## src/rtl/shift_reg_arb_ctrl.sv

```systemverilog
`timescale 1ns/1ps
// Purpose: round-robin arbiter that loads a granted requester word into a shared bidirectional serial shift register.
// Latency: ack in T, shifts T+1..T+WIDTH, CHECK T+WIDTH+1, done T+WIDTH+2 (T+WIDTH+1 without SR_READBACK_CHECK_EN).
// Backpressure: requests are level-held; they are ignored while a transfer is active and served on return to IDLE.
// Optional feature macro: SR_READBACK_CHECK_EN enables the CHECK state, which compares srOut against the captured word.
// Ports:
//   clk, reset                   clock, asynchronous active-high reset
//   reqA/wordA/dirA -> ackA      requester A: level request, word, direction (1=left); one-cycle grant pulse
//   reqB/wordB/dirB -> ackB      requester B: same rules as A
//   srOut                        parallel contents of the attached register
//   srDataIn/srDirection/srShiftEn  serial bit, direction and shift enable to the attached register
//   busy, done, doneId, mismatch transfer status; doneId/mismatch hold until the next done
module shift_reg_arb_ctrl #(
  parameter int WIDTH = 8
) (
  input  logic             clk,
  input  logic             reset,
  input  logic             reqA,
  input  logic [WIDTH-1:0] wordA,
  input  logic             dirA,
  output logic             ackA,
  input  logic             reqB,
  input  logic [WIDTH-1:0] wordB,
  input  logic             dirB,
  output logic             ackB,
  input  logic [WIDTH-1:0] srOut,
  output logic             srDataIn,
  output logic             srDirection,
  output logic             srShiftEn,
  output logic             busy,
  output logic             done,
  output logic             doneId,
  output logic             mismatch
);

  localparam int CW = (WIDTH > 1) ? $clog2(WIDTH) : 1;

  typedef enum logic [1:0] {IDLE, SHIFT, CHECK, DONE} state_t;

  state_t           state, state_nxt;
  logic [WIDTH-1:0] word_q;     // captured word, reference for read-back
  logic [WIDTH-1:0] tx_q;       // bits still to send, next one at the outgoing end
  logic             dir_q;
  logic             id_q;
  logic             last_grant; // 1 = B was granted last
  logic [CW-1:0]    cnt;
  logic             grant_a, grant_b, grant;
  logic [WIDTH-1:0] gnt_word;
  logic             gnt_dir;
  logic             mismatch_q;

  // Grant only in IDLE; gated by reset so no ack pulses while the block is held in reset.
  always_comb begin
    grant_a = 1'b0;
    grant_b = 1'b0;
    if (state == IDLE && !reset) begin
      if (reqA && reqB) begin
        grant_a = last_grant;
        grant_b = !last_grant;
      end else begin
        grant_a = reqA;
        grant_b = reqB;
      end
    end
  end

  assign grant    = grant_a | grant_b;
  assign gnt_word = grant_b ? wordB : wordA;
  assign gnt_dir  = grant_b ? dirB  : dirA;

  always_comb begin
    state_nxt = state;
    case (state)
      IDLE:  if (grant) state_nxt = SHIFT;
      SHIFT: if (cnt == CW'(WIDTH - 1)) begin
`ifdef SR_READBACK_CHECK_EN
        state_nxt = CHECK;
`else
        state_nxt = DONE;
`endif
      end
      CHECK: state_nxt = DONE;
      DONE:  state_nxt = IDLE;
      default: state_nxt = IDLE;
    endcase
  end

  always_ff @(posedge clk or posedge reset) begin
    if (reset) begin
      state       <= IDLE;
      word_q      <= '0;
      tx_q        <= '0;
      dir_q       <= 1'b0;
      id_q        <= 1'b0;
      last_grant  <= 1'b1;
      cnt         <= '0;
      srDataIn    <= 1'b0;
      srDirection <= 1'b0;
      srShiftEn   <= 1'b0;
      doneId      <= 1'b0;
      mismatch_q  <= 1'b0;
    end else begin
      state     <= state_nxt;
      srDataIn  <= 1'b0;
      srShiftEn <= 1'b0;
      case (state)
        IDLE: begin
          if (grant) begin
            // First bit is launched on the grant edge so it is present in the first SHIFT cycle.
            word_q      <= gnt_word;
            dir_q       <= gnt_dir;
            id_q        <= grant_b;
            last_grant  <= grant_b;
            cnt         <= '0;
            srShiftEn   <= 1'b1;
            srDirection <= gnt_dir;
            srDataIn    <= gnt_dir ? gnt_word[WIDTH-1] : gnt_word[0];
            tx_q        <= gnt_dir ? {gnt_word[WIDTH-2:0], 1'b0} : {1'b0, gnt_word[WIDTH-1:1]};
          end
        end
        SHIFT: begin
          if (cnt != CW'(WIDTH - 1)) begin
            // Left shifts take MSB first, right shifts LSB first, so the word lands unreversed.
            cnt       <= cnt + CW'(1);
            srShiftEn <= 1'b1;
            srDataIn  <= dir_q ? tx_q[WIDTH-1] : tx_q[0];
            tx_q      <= dir_q ? {tx_q[WIDTH-2:0], 1'b0} : {1'b0, tx_q[WIDTH-1:1]};
          end
        end
`ifdef SR_READBACK_CHECK_EN
        CHECK: mismatch_q <= (srOut != word_q);
`endif
        default: ;
      endcase
      if (state_nxt == DONE) doneId <= id_q;
    end
  end

`ifdef SR_READBACK_CHECK_EN
  assign mismatch = mismatch_q;
`else
  logic unused_readback;
  assign unused_readback = ^{srOut, word_q, mismatch_q};
  assign mismatch = 1'b0;
`endif

  assign ackA = grant_a;
  assign ackB = grant_b;
  assign busy = (state != IDLE);
  assign done = (state == DONE);

endmodule

```

## config.mk

```make
export PLATFORM = sky130hd
export DESIGN_NAME = shift_reg_arb_ctrl
export DESIGN_NICKNAME = d
export VERILOG_FILES = /design/src/rtl/shift_reg_arb_ctrl.sv
export SDC_FILE = /design/constraint.sdc
export NUM_CORES = 1
export LEC_CHECK = 0
export BUFFER_PORTS_ARGS = -buffer_cell sky130_fd_sc_hd__buf_2
export CELL_PAD_IN_SITES_DETAIL_PLACEMENT = 1
export CELL_PAD_IN_SITES_GLOBAL_PLACEMENT = 2
export CORE_MARGIN = 4
export CORE_UTILIZATION = 30
export DETAILED_ROUTE_END_ITERATION = 10
export PLACE_DENSITY = 0.83
export RECOVER_POWER = 100
export SLEW_MARGIN = 10
export SYNTH_ARGS = -nofsm -noshare
export SYNTH_HDL_FRONTEND = slang
export SYNTH_SLANG_ARGS = --single-unit
```

## constraint.sdc

```tcl
create_clock -name clk -period 2.5 [get_ports clk]
set_clock_uncertainty 0.05 [all_clocks]
set_input_delay 0 -clock clk [delete_from_list [all_inputs] [get_ports clk]]
set_output_delay 0 -clock clk [all_outputs]
set_load 0.01 [all_outputs]
```

==> results by group, run 1 <==
Outcome
  – Status: finished clean

CTS
  – # hold bufs at CTS: 1
  – Post-CTS setup buffers: 0
  – TritonCTS clock tree: done
  – Clock buffer depth: 2
  – Clock latency on the worst-skew pair: 260 ps
  – CTS Root Cell: clkbuf_8
  – Resized cells post-CTS: 0
  – Worst-path clk slew: 80 ps
  – H-Tree Depth: 1
  – # clock sinks: 19
  – CTS Buf Count: 3

Floorplanning
  – Chip height: 77.5 um
  – Effective utilization at floorplan: 30.9%
  – Cell row count: 25
  – Core area: 0.00469 sq mm
  – Die area: 0.00601 sq mm
  – I/O pins: 39
  – Die width: 77.5 um

Place
  – Placed insts: 239
  – Post-DP HPWL: 2.98 mm
  – Dpl ws: 283 ps
  – DP Area: 0.00163 sq mm
  – Placer congestion estimate: 0.754
  – Port Buffer Count: 29

Critical path
  – Worst R2R Start: cnt[0]
  – Critical Path RT: 2630 ps
  – Slowest cell on crit path: a211oi_2
  – Reg2reg setup slack: 250 ps
  – Worst path max stage delay: 480 ps
  – Startpoint Class: flip-flop
  – Crit end category: flip-flop
  – R2R depth: 7
  – Crit-path cells: ha_1 > ha_1 > and2_0 > a211oi_2 > clkbuf_2 > o211ai_1 > o221ai_1
  – Crit path top cell by count: ha_1
  – CP Max Fanout: 9
  – Worst r2r dst: tx_q[3]
  – Crit. Startpoint: cnt[0]
  – Critical path type: reg2reg
  – CP endpoint: tx_q[3]
  – Worst Path Arrival: 2380 ps

Global route
  – Gr usage total: 13.7%
  – GR Util met1: 18.8%
  – Met2 Use GR: 22.5%
  – Initial antenna violation count: 0
  – Largest net degree at the start of global routing: 20
  – Overflow after GRT: 0
  – GRT Max-Usage Layer: met2
  – Vias in the first global route: 1353
  – Met3 usage: 1.74%
  – First-pass GRT wire length: 6.64 mm

Drt
  – DRC: 0
  – WL final: 3.90 mm
  – Pre-antenna DRT Iters: 4
  – Via density per instance: 5.29
  – WL/cell: 16.0 um
  – Vias: 1291
  – Post-route ant nets: 0
  – Detailed Route Iter0 Violations: 62

Timing
  – Final Setup Violations: 0
  – Pins over their slew limit: 0
  – Final hold viol count: 0
  – RSZ-0062 raised after global routing: false
  – Final worst setup slack: 248 ps
  – Sum Neg Setup Slack: 0 ps
  – Fin Hold WS: 11.1 ps
  – Worst slew pin tran: 1110 ps
  – Final period util: 90.1%
  – Tmin final: 2250 ps
  – Max Fclk: 444 MHz
  – Rel. slew slack: 25.9%

Logic synthesis
  – Top cells by area, synth: dfrtp_1 31%, mux2i_1 6.2%, ha_1 5.2%
  – Post-synthesis adder-cell area fraction: 5.18%
  – #FFs+latches synth: 19
  – Part of the Yosys area used for sequential elements: 32.9%
  – Simple-gate share of the synthesized area: 16.9%
  – Netlist Area Pre-Place: 0.00145 sq mm
  – Async set or reset register ratio after synthesis: 100%
  – XOR/XNOR share of the synthesized area: 0%
  – Number of synthesized flops with an enable pin: 0
  – Yosys top cell by area: dfrtp_1
  – Syn_nets: 200
  – Syn_area_per_cell: 8.84 sq um
  – Post-synthesis mux area share: 9.32%
  – Area fraction of the dominant cell type after synthesis: 31.1%
  – Synth Flop Type: dfrtp_1
  – Mapped Cells: 164
  – Main combinational cell family by area after synthesis: compound AO/OA/AOI/OAI gates
  – Synth warn: 0
  – Compound-Gate Fraction of Synth Area: 28.0%
  – Synth cell types: 38

Power and ir drop
  – Pwr/cell area: 1210 mW/mm^2
  – Lkg Pwr: 0.783 nW
  – Worst vdd ir: 478 uV
  – Tot Pwr: 2.00 mW

Min path
  – Worst hold path class: in2reg

Cells and area
  – Final Cell Area: 0.00165 sq mm
  – Commonest non-fill, non-tap cell in the layout: buf_2
  – Most frequent cells in the layout: 20 x buf_2, 19 x nand2_1, 18 x dfrtp_1, 11 x inv_1, 11 x clkbuf_1
  – Post-Layout Cell Count: 244
  – Share of cells above drive strength 1: 18.4%
  – Ant. Diodes: 0
  – # nets final: 227
  – Fin util: 35.2%
  – Fill cells: 581
  – Layout area overhead: 13.8%

Run
  – Max-capacitance violation count: 0
==> power breakdown <==
part | internal [mW] | leakage (nW) | switching [mW]
registers | 0.476 | 0.229 | 0.133
logic | 0.520 | 0.531 | 0.647
clock network | 0.113 | 0.0228 | 0.107
total | 1.11 | 0.783 | 0.887
==> synthesized netlist by cell type (2+ instances only) <==
| library cell | instances |
|---|---|
| nand2_1 | 19 |
| dfrtp_1 | 18 |
| inv_1 | 11 |
| a21oi_1 | 10 |
| mux2i_1 | 9 |
| o211ai_1 | 8 |
| nor2_1 | 7 |
| o21ai_0 | 7 |
| ha_1 | 6 |
| nand2b_1 | 6 |
| nor2b_1 | 6 |
| a22o_1 | 5 |
| clkbuf_1 | 5 |
| a41o_1 | 4 |
| mux2_2 | 4 |
| o221ai_1 | 4 |
| a211o_1 | 3 |
| buf_2 | 3 |
| buf_4 | 3 |
| nor3_1 | 3 |
| a221oi_1 | 2 |
| a31oi_1 | 2 |
| and2_1 | 2 |
| nand4_1 | 2 |
| o22a_1 | 2 |
==> worst min-delay path by stage <==
stage | depth (start not counted) | end | slack, ps | from
floorplan | 1 | cnt[0] | -80 | reset
global placement | 3 | state[0] | 70 | reset
detailed placement | 3 | state[0] | 70 | reset
CTS | 3 | tx_q[4] | 10 | wordB[3]
global route | 3 | tx_q[2] | 50 | wordA[1]
finish | 3 | tx_q[4] | 10 | wordB[3]
==> state kept, by name, indices dropped and copies added (netlist names) <==
name / flops
cnt: 3
dir_q: 1
doneId: 1
id_q: 1
last_grant: 1
srDataIn: 1
srShiftEn: 1
state: 2
tx_q: 8
==> layer usage <==
layer  part of all wire, %  vias up
met4                   1.1        0
met3                   2.8        5
met2                    46       18
li1                      -      645
met5                     0        -
met1                    50      623
==> kinds of logic after synthesis <==
kind of cell             after synthesis
flip-flops                            19
AO/OA/AOI/OAI                         53
buffers and inverters                 23
adder cells (fa/ha/maj)                6
multiplexers                          13
other                                  1
AND/OR/NAND/NOR                       49
==> worst max-delay path: cells and delay by family, from the launching register on <==
family | cells | cell delay, ps
compound gates | 3 | 700
simple gates | 1 | 210
fa+ha+maj | 2 | 480
flops | 1 | 410
buf+inv | 1 | 320
==> layout make-up <==
| type | instances | area [sq um] | share of cell area (%) |
|---|---|---|---|
| Clock buffer | 4 | 45.0 | 2.73 |
| Inverter | 11 | 41.3 | 2.50 |
| Multi-Input combinational cell | 122 | 852 | 51.6 |
| Sequential cell | 19 | 477 | 28.9 |
| Tap cell | 54 | 67.6 | 4.09 |
| Timing Repair Buffer | 34 | 168 | 10.2 |
(Power assumes the default switching activity.)
==> run 2: changes to the inputs <==
--- a/config.mk
+++ b/config.mk
@@ -6,12 +6,13 @@
 export NUM_CORES = 1
 export LEC_CHECK = 0
 export BUFFER_PORTS_ARGS = -buffer_cell sky130_fd_sc_hd__buf_2
-export CELL_PAD_IN_SITES_DETAIL_PLACEMENT = 1
-export CELL_PAD_IN_SITES_GLOBAL_PLACEMENT = 2
+export CELL_PAD_IN_SITES_DETAIL_PLACEMENT = 0
+export CELL_PAD_IN_SITES_GLOBAL_PLACEMENT = 1
 export CORE_MARGIN = 4
-export CORE_UTILIZATION = 30
+export CORE_UTILIZATION = 39
+export CTS_CLUSTER_SIZE = 40
 export DETAILED_ROUTE_END_ITERATION = 10
-export PLACE_DENSITY = 0.83
+export PLACE_DENSITY = 0.85
 export RECOVER_POWER = 100
 export SLEW_MARGIN = 10
 export SYNTH_ARGS = -nofsm -noshare
==> results by group, run 2 (synthesis gave the netlist of run 1 again) <==
Outcome
  – Status: finished clean (unchanged)

Drt
  – Pre-antenna DRT Iters: 4 (unchanged)
  – Via density per instance: 5.48 (was 5.29)
  – Vias: 1294 (was 1291)
  – Post-route ant nets: 0 (unchanged)
  – WL final: 3.53 mm (was 3.90 mm)
  – Detailed Route Iter0 Violations: 111 (was 62)
  – WL/cell: 15.0 um (was 16.0 um)
  – DRC: 0 (unchanged)

Timing
  – Pins over their slew limit: 0 (unchanged)
  – Final period util: 90.2% (was 90.1%)
  – RSZ-0062 raised after global routing: false (unchanged)
  – Worst slew pin tran: 1080 ps (was 1110 ps)
  – Tmin final: 2250 ps (about the same)
  – Sum Neg Setup Slack: 0 ps (unchanged)
  – Rel. slew slack: 28.2% (was 25.9%)
  – Max Fclk: 444 MHz (about the same)
  – Final hold viol count: 0 (unchanged)
  – Final Setup Violations: 0 (unchanged)

Floorplanning
  – Die width: 69.0 um (was 77.5 um)
  – Core area: 0.00347 sq mm (was 0.00469 sq mm)
  – Cell row count: 21 (was 25)
  – Die area: 0.00476 sq mm (was 0.00601 sq mm)
  – I/O pins: 39 (unchanged)
  – Chip height: 69.0 um (was 77.5 um)
  – Effective utilization at floorplan: 41.8% (was 30.9%)

Cells and area
  – Most frequent cells in the layout: 20 x buf_2, 19 x nand2_1, 18 x dfrtp_1, 11 x inv_1 (was 20 x buf_2, 19 x nand2_1, 18 x dfrtp_1, 11 x inv_1, 11 x clkbuf_1)
  – Post-Layout Cell Count: 236 (was 244)
  – Largest Register: tx_q (unchanged)
  – Ant. Diodes: 0 (unchanged)
  – Layout area overhead: 13.9% (was 13.8%)
  – Largest register FFs: 8 (unchanged)
  – Share of cells above drive strength 1: 18.9% (was 18.4%)
  – Biggest regs: tx_q x8, cnt x3, state x2 (unchanged)
  – # nets final: 227 (unchanged)
  – Commonest non-fill, non-tap cell in the layout: buf_2 (unchanged)
  – Fill cells: 376 (was 581)

Power and ir drop
  – Net Sw Power: 0.887 mW (about the same)
  – Gate power share: 58.5% (was 58.4%)
  – Worst vdd ir: 526 uV (was 478 uV)
  – Reg power frac: 30.5% (about the same)
  – Internal Pwr Total: 1.12 mW (was 1.11 mW)
  – Clock power frac: 11.0% (was 11.1%)
  – Pwr/cell area: 1210 mW/mm^2 (about the same)
  – Sw Share: 44.3% (was 44.4%)
  – Lkg Pwr: 0.785 nW (was 0.783 nW)

Critical path
  – Reg2reg setup slack: 250 ps (about the same)
  – Crit end category: flip-flop (unchanged)
  – Crit-path cells: inv_1 > ha_1 > nor2b_1 > buf_4 > nand2_1 > a211o_1 > o221ai_1 (was ha_1 > ha_1 > and2_0 > a211oi_2 > clkbuf_2 > o211ai_1 > o221ai_1)
  – Critical path type: reg2reg (unchanged)
  – CP top delay family: compound AO/OA/AOI/OAI gates (unchanged)
  – Startpoint Class: flip-flop (unchanged)
  – Slowest cell on crit path: dfrtp_1 (was a211oi_2)
  – CP Max Fanout: 14 (was 9)
  – Critical Path RT: 2610 ps (was 2630 ps)
  – Worst path max stage delay: 430 ps (was 480 ps)
  – R2R depth: 7 (unchanged)
  – Worst R2R Start: state[0] (was cnt[0])
  – Worst r2r dst: tx_q[5] (was tx_q[3])
  – Crit path buffers/inverters: 2 (was 1)
  – Worst Path Arrival: 2360 ps (was 2380 ps)

Global route
  – Overflow after GRT: 0 (unchanged)
  – Vias in the first global route: 1274 (was 1353)
  – Initial antenna violation count: 0 (unchanged)
  – Largest net degree at the start of global routing: 20 (unchanged)
  – Gr usage total: 16.6% (was 13.7%)
  – First-pass GRT wire length: 5.91 mm (was 6.64 mm)

Min path
  – HP Start: wordB[1] (was wordB[3])
  – Hold EP: tx_q[2] (was tx_q[4])
  – Hold path cells: 3 (unchanged)
  – Worst hold path class: in2reg (unchanged)

Place
  – Post-DP HPWL: 2.72 mm (was 2.98 mm)
  – Port Buffer Count: 29 (unchanged)
  – Placer congestion estimate: 0.929 (was 0.754)
  – Placed insts: 231 (was 239)

CTS
  – H-Tree Depth: 1 (unchanged)
  – CTS Buf Count: 3 (unchanged)
  – Clock buffer depth: 2 (unchanged)
  – Worst-path clk slew: 90 ps (was 80 ps)
  – Clock latency on the worst-skew pair: 260 ps (about the same)
  – TritonCTS clock tree: done (unchanged)
  – CTS Root Cell: clkbuf_8 (unchanged)
  – # clock sinks: 19 (unchanged)
  – Post-CTS setup buffers: 0 (unchanged)

Run
  – Max-capacitance violation count: 0 (unchanged)
[run 2: area by class of cell]
class / count / area, sq um / area share, %
Timing Repair Buffer: 34 / 168 / 10.2
Clock buffer: 3 / 41.3 / 2.50
Multi-Input combinational cell: 122 / 860 / 52.0
Clock inverter: 1 / 7.51 / 0.455
Sequential cell: 19 / 477 / 28.9
Inverter: 11 / 41.3 / 2.50
Tap cell: 46 / 57.6 / 3.48
[run 2: power by group through the flow]
| stage | combinational [mW] | clock [mW] | sequential, mW |
|---|---|---|---|
| after global placement | 1.15 | 0 | 0.601 |
| after global routing | 1.32 | 0.244 | 0.632 |
| after CTS | 1.20 | 0.229 | 0.609 |
| final | 1.17 | 0.221 | 0.611 |
| after detailed placement | 1.19 | 0 | 0.614 |
| after floorplan | 0.959 | 0 | 0.581 |
[run 2: what timing repair did]
action / 4_1_cts / 5_1_grt
resized for setup: 0 / 0
hold endpoints to repair: 18 / 0
hold buffers: 1 / 0
[run 2: routing by layer]
metal  wire length, um  up-vias  GRT usage [%]
li1                  -      644              -
met3               218        4           3.08
met2              1630       36           26.5
met5                 0        -              0
met4                43        0           6.08
met1              1640      610           22.3
[run 2: stage by stage]
stage          setup slack, ps  area, sq um  hold WS [ps]  util, %  power (mW)
2_1_floorplan              701         1450         -83.9        -        1.54
3_3_place_gp               376         1620          51.7     46.6        1.76
3_5_place_dp               278         1620          59.0     46.6        1.81
4_1_cts                    225         1670          27.2     48.3        2.04
5_1_grt                   70.1         1650          44.5     47.6        2.19
6_report                   246         1650          27.3     47.6        2.00
[run 2: worst max-delay path by stage]
stage          startpoint  endpoint  slack, ps  cells after the start
2_1_floorplan    state[0]    doneId        700                      7
3_3_place_gp     state[0]   tx_q[4]        380                      7
3_5_place_dp     state[0]   tx_q[5]        280                      7
4_1_cts          state[0]   tx_q[5]        230                      7
5_1_grt          state[0]   tx_q[4]         70                      7
6_report         state[0]   tx_q[5]        250                      7
[run 2: worst min-delay path, stage by stage]
cell      delay, ps
buf_2            90
mux2i_1          70
o221ai_1        150
==> run 3: changes to the inputs <==
--- a/config.mk
+++ b/config.mk
@@ -12,6 +12,7 @@
 export CORE_UTILIZATION = 39
 export CTS_CLUSTER_SIZE = 40
 export DETAILED_ROUTE_END_ITERATION = 10
+export MAX_ROUTING_LAYER = met4
 export PLACE_DENSITY = 0.85
 export RECOVER_POWER = 100
 export SLEW_MARGIN = 10
==> results by group, run 3 (synthesis gave the netlist of run 1 again) <==
Timing
  – Final hold viol count: 0 (unchanged)
  – Final Setup Violations: 0 (unchanged)
  – Final worst setup slack: 240 ps (was 246 ps)
  – RSZ-0062 raised after global routing: false (unchanged)
  – Sum Neg Setup Slack: 0 ps (unchanged)
  – Rel. slew slack: 28.3% (was 28.2%)
  – Max Fclk: 442 MHz (was 444 MHz)
  – Final period util: 90.4% (was 90.2%)
  – Pins over their slew limit: 0 (unchanged)
  – Worst slew pin tran: 1080 ps (about the same)
  – Tmin final: 2260 ps (was 2250 ps)
  – Fin Hold WS: 26.0 ps (was 27.3 ps)

Floorplanning
  – I/O pins: 39 (unchanged)
  – Chip height: 69.0 um (unchanged)
  – Cell row count: 21 (unchanged)
  – Die area: 0.00476 sq mm (unchanged)
  – Die width: 69.0 um (unchanged)
  – Effective utilization at floorplan: 41.8% (unchanged)
  – Core area: 0.00347 sq mm (unchanged)

Cells and area
  – Commonest non-fill, non-tap cell in the layout: buf_2 (unchanged)
  – Multi-input gate area: 860 sq um (unchanged)
  – Most frequent cells in the layout: 20 x buf_2, 19 x nand2_1, 18 x dfrtp_1, 11 x inv_1 (unchanged)
  – Largest Register: tx_q (unchanged)
  – FF+latch area: 477 sq um (unchanged)
  – Final Cell Area: 0.00165 sq mm (unchanged)
  – Fill cells: 376 (unchanged)
  – Share of cells above drive strength 1: 18.9% (unchanged)
  – # nets final: 227 (unchanged)
  – Largest register FFs: 8 (unchanged)
  – Biggest regs: tx_q x8, cnt x3, state x2 (unchanged)
  – Post-Layout Cell Count: 236 (unchanged)
  – Layout area overhead: 13.9% (unchanged)
  – Ant. Diodes: 0 (unchanged)
  – Fin util: 47.6% (unchanged)

Critical path
  – Startpoint Class: flip-flop (unchanged)
  – CP Max Fanout: 14 (unchanged)
  – Worst R2R Start: state[0] (unchanged)
  – Crit-path cells: inv_1 > ha_1 > nor2b_1 > buf_4 > nand2_1 > a211o_1 > o221ai_1 (unchanged)
  – CP top delay family: compound AO/OA/AOI/OAI gates (unchanged)
  – Critical path type: reg2reg (unchanged)
  – R2R depth: 7 (unchanged)
  – Worst Path Arrival: 2370 ps (was 2360 ps)
  – Worst r2r dst: tx_q[5] (unchanged)
  – Crit path buffers/inverters: 2 (unchanged)
  – Crit end category: flip-flop (unchanged)
  – Slowest cell on crit path: dfrtp_1 (unchanged)
  – Worst path max stage delay: 430 ps (about the same)
  – Critical Path RT: 2610 ps (about the same)
  – Reg2reg setup slack: 240 ps (was 250 ps)

Run
  – Max-capacitance violation count: 0 (unchanged)

CTS
  – TritonCTS clock tree: done (unchanged)
  – CTS Buf Count: 3 (unchanged)
  – # clock sinks: 19 (unchanged)
  – Worst-path clk slew: 90 ps (about the same)
  – Clock buffer depth: 2 (unchanged)
  – Clock latency on the worst-skew pair: 260 ps (about the same)
  – Post-CTS setup buffers: 0 (unchanged)
  – H-Tree Depth: 1 (unchanged)
  – Resized cells post-CTS: 0 (unchanged)
  – CTS Root Cell: clkbuf_8 (unchanged)

Global route
  – Vias in the first global route: 1279 (was 1274)
  – Overflow after GRT: 0 (unchanged)
  – Largest net degree at the start of global routing: 20 (unchanged)
  – Initial antenna violation count: 0 (unchanged)
  – First-pass GRT wire length: 5.91 mm (about the same)
  – Gr usage total: 17.1% (was 16.6%)

Min path
  – Hold EP: tx_q[2] (unchanged)
  – Hold path cells: 3 (unchanged)
  – HP Start: wordB[1] (unchanged)
  – Worst hold path class: in2reg (unchanged)

Power and ir drop
  – Tot Pwr: 2.00 mW (about the same)
  – Lkg Pwr: 0.785 nW (unchanged)
  – Worst vdd ir: 526 uV (about the same)
  – Pwr/cell area: 1210 mW/mm^2 (about the same)

Drt
  – WL final: 3.53 mm (about the same)
  – Vias: 1305 (was 1294)
  – Via density per instance: 5.53 (was 5.48)
  – Post-route ant nets: 0 (unchanged)
  – WL/cell: 14.9 um (was 15.0 um)
  – Pre-antenna DRT Iters: 4 (unchanged)
  – DRC: 0 (unchanged)
  – Detailed Route Iter0 Violations: 118 (was 111)

Place
  – Post-DP HPWL: 2.72 mm (unchanged)
  – Dpl ws: 278 ps (unchanged)
  – Placer congestion estimate: 0.946 (was 0.929)
  – DP Area: 0.00162 sq mm (unchanged)
  – Placed insts: 231 (unchanged)
  – Port Buffer Count: 29 (unchanged)

Outcome
  – Status: finished clean (unchanged)
-- run 3: metal layers --
layer  part of all wire [%]  GRT usage [%]  vias to the layer above  routed length (um)
met5                      0              -                        -                   0
met4                    1.2           6.08                        0                  44
met3                    5.5           3.08                        4                 195
met2                     46           26.5                       36                1630
met1                     47           22.2                      618                1660
li1                       -              -                      647                   -
-- run 3: area by class of cell --
cell class / count / area share [%]
inverter: 11 / 2.50
clock buffer: 3 / 2.50
timing repair buffer: 34 / 10.2
multi-input combinational: 122 / 52.0
sequential: 19 / 28.9
clock inverter: 1 / 0.455
tap: 46 / 3.48
-- run 3: worst register-to-register path, cell delays in order, from the launching register on --
cell and delay (ps):
dfrtp_1 430, inv_1 110, ha_1 400, nor2b_1 220, buf_4 230, nand2_1 180
a211o_1 320, o221ai_1 200
-- run 3: how the worst max path moves through the flow --
stage               startpoint       to  slack, ps  depth (start not counted)
floorplan             state[0]   doneId        700                          7
global placement      state[0]  tx_q[4]        380                          7
detailed placement    state[0]  tx_q[5]        280                          7
CTS                   state[0]  tx_q[5]        230                          7
global route          state[0]  tx_q[4]         70                          7
finish                state[0]  tx_q[5]        240                          7
-- run 3: timing repair --
action	CTS	global route
hold buffers	1	0
setup endpoints to repair	0	0
hold endpoints to repair	18	0
-- run 3: power breakdown --
group | leakage (nW) | total (mW) | internal, mW | switching [mW]
combinational | 0.534 | 1.17 | 0.529 | 0.643
clock | 0.0217 | 0.221 | 0.112 | 0.108
sequential | 0.229 | 0.611 | 0.476 | 0.135
total | 0.785 | 2.00 | 1.12 | 0.887
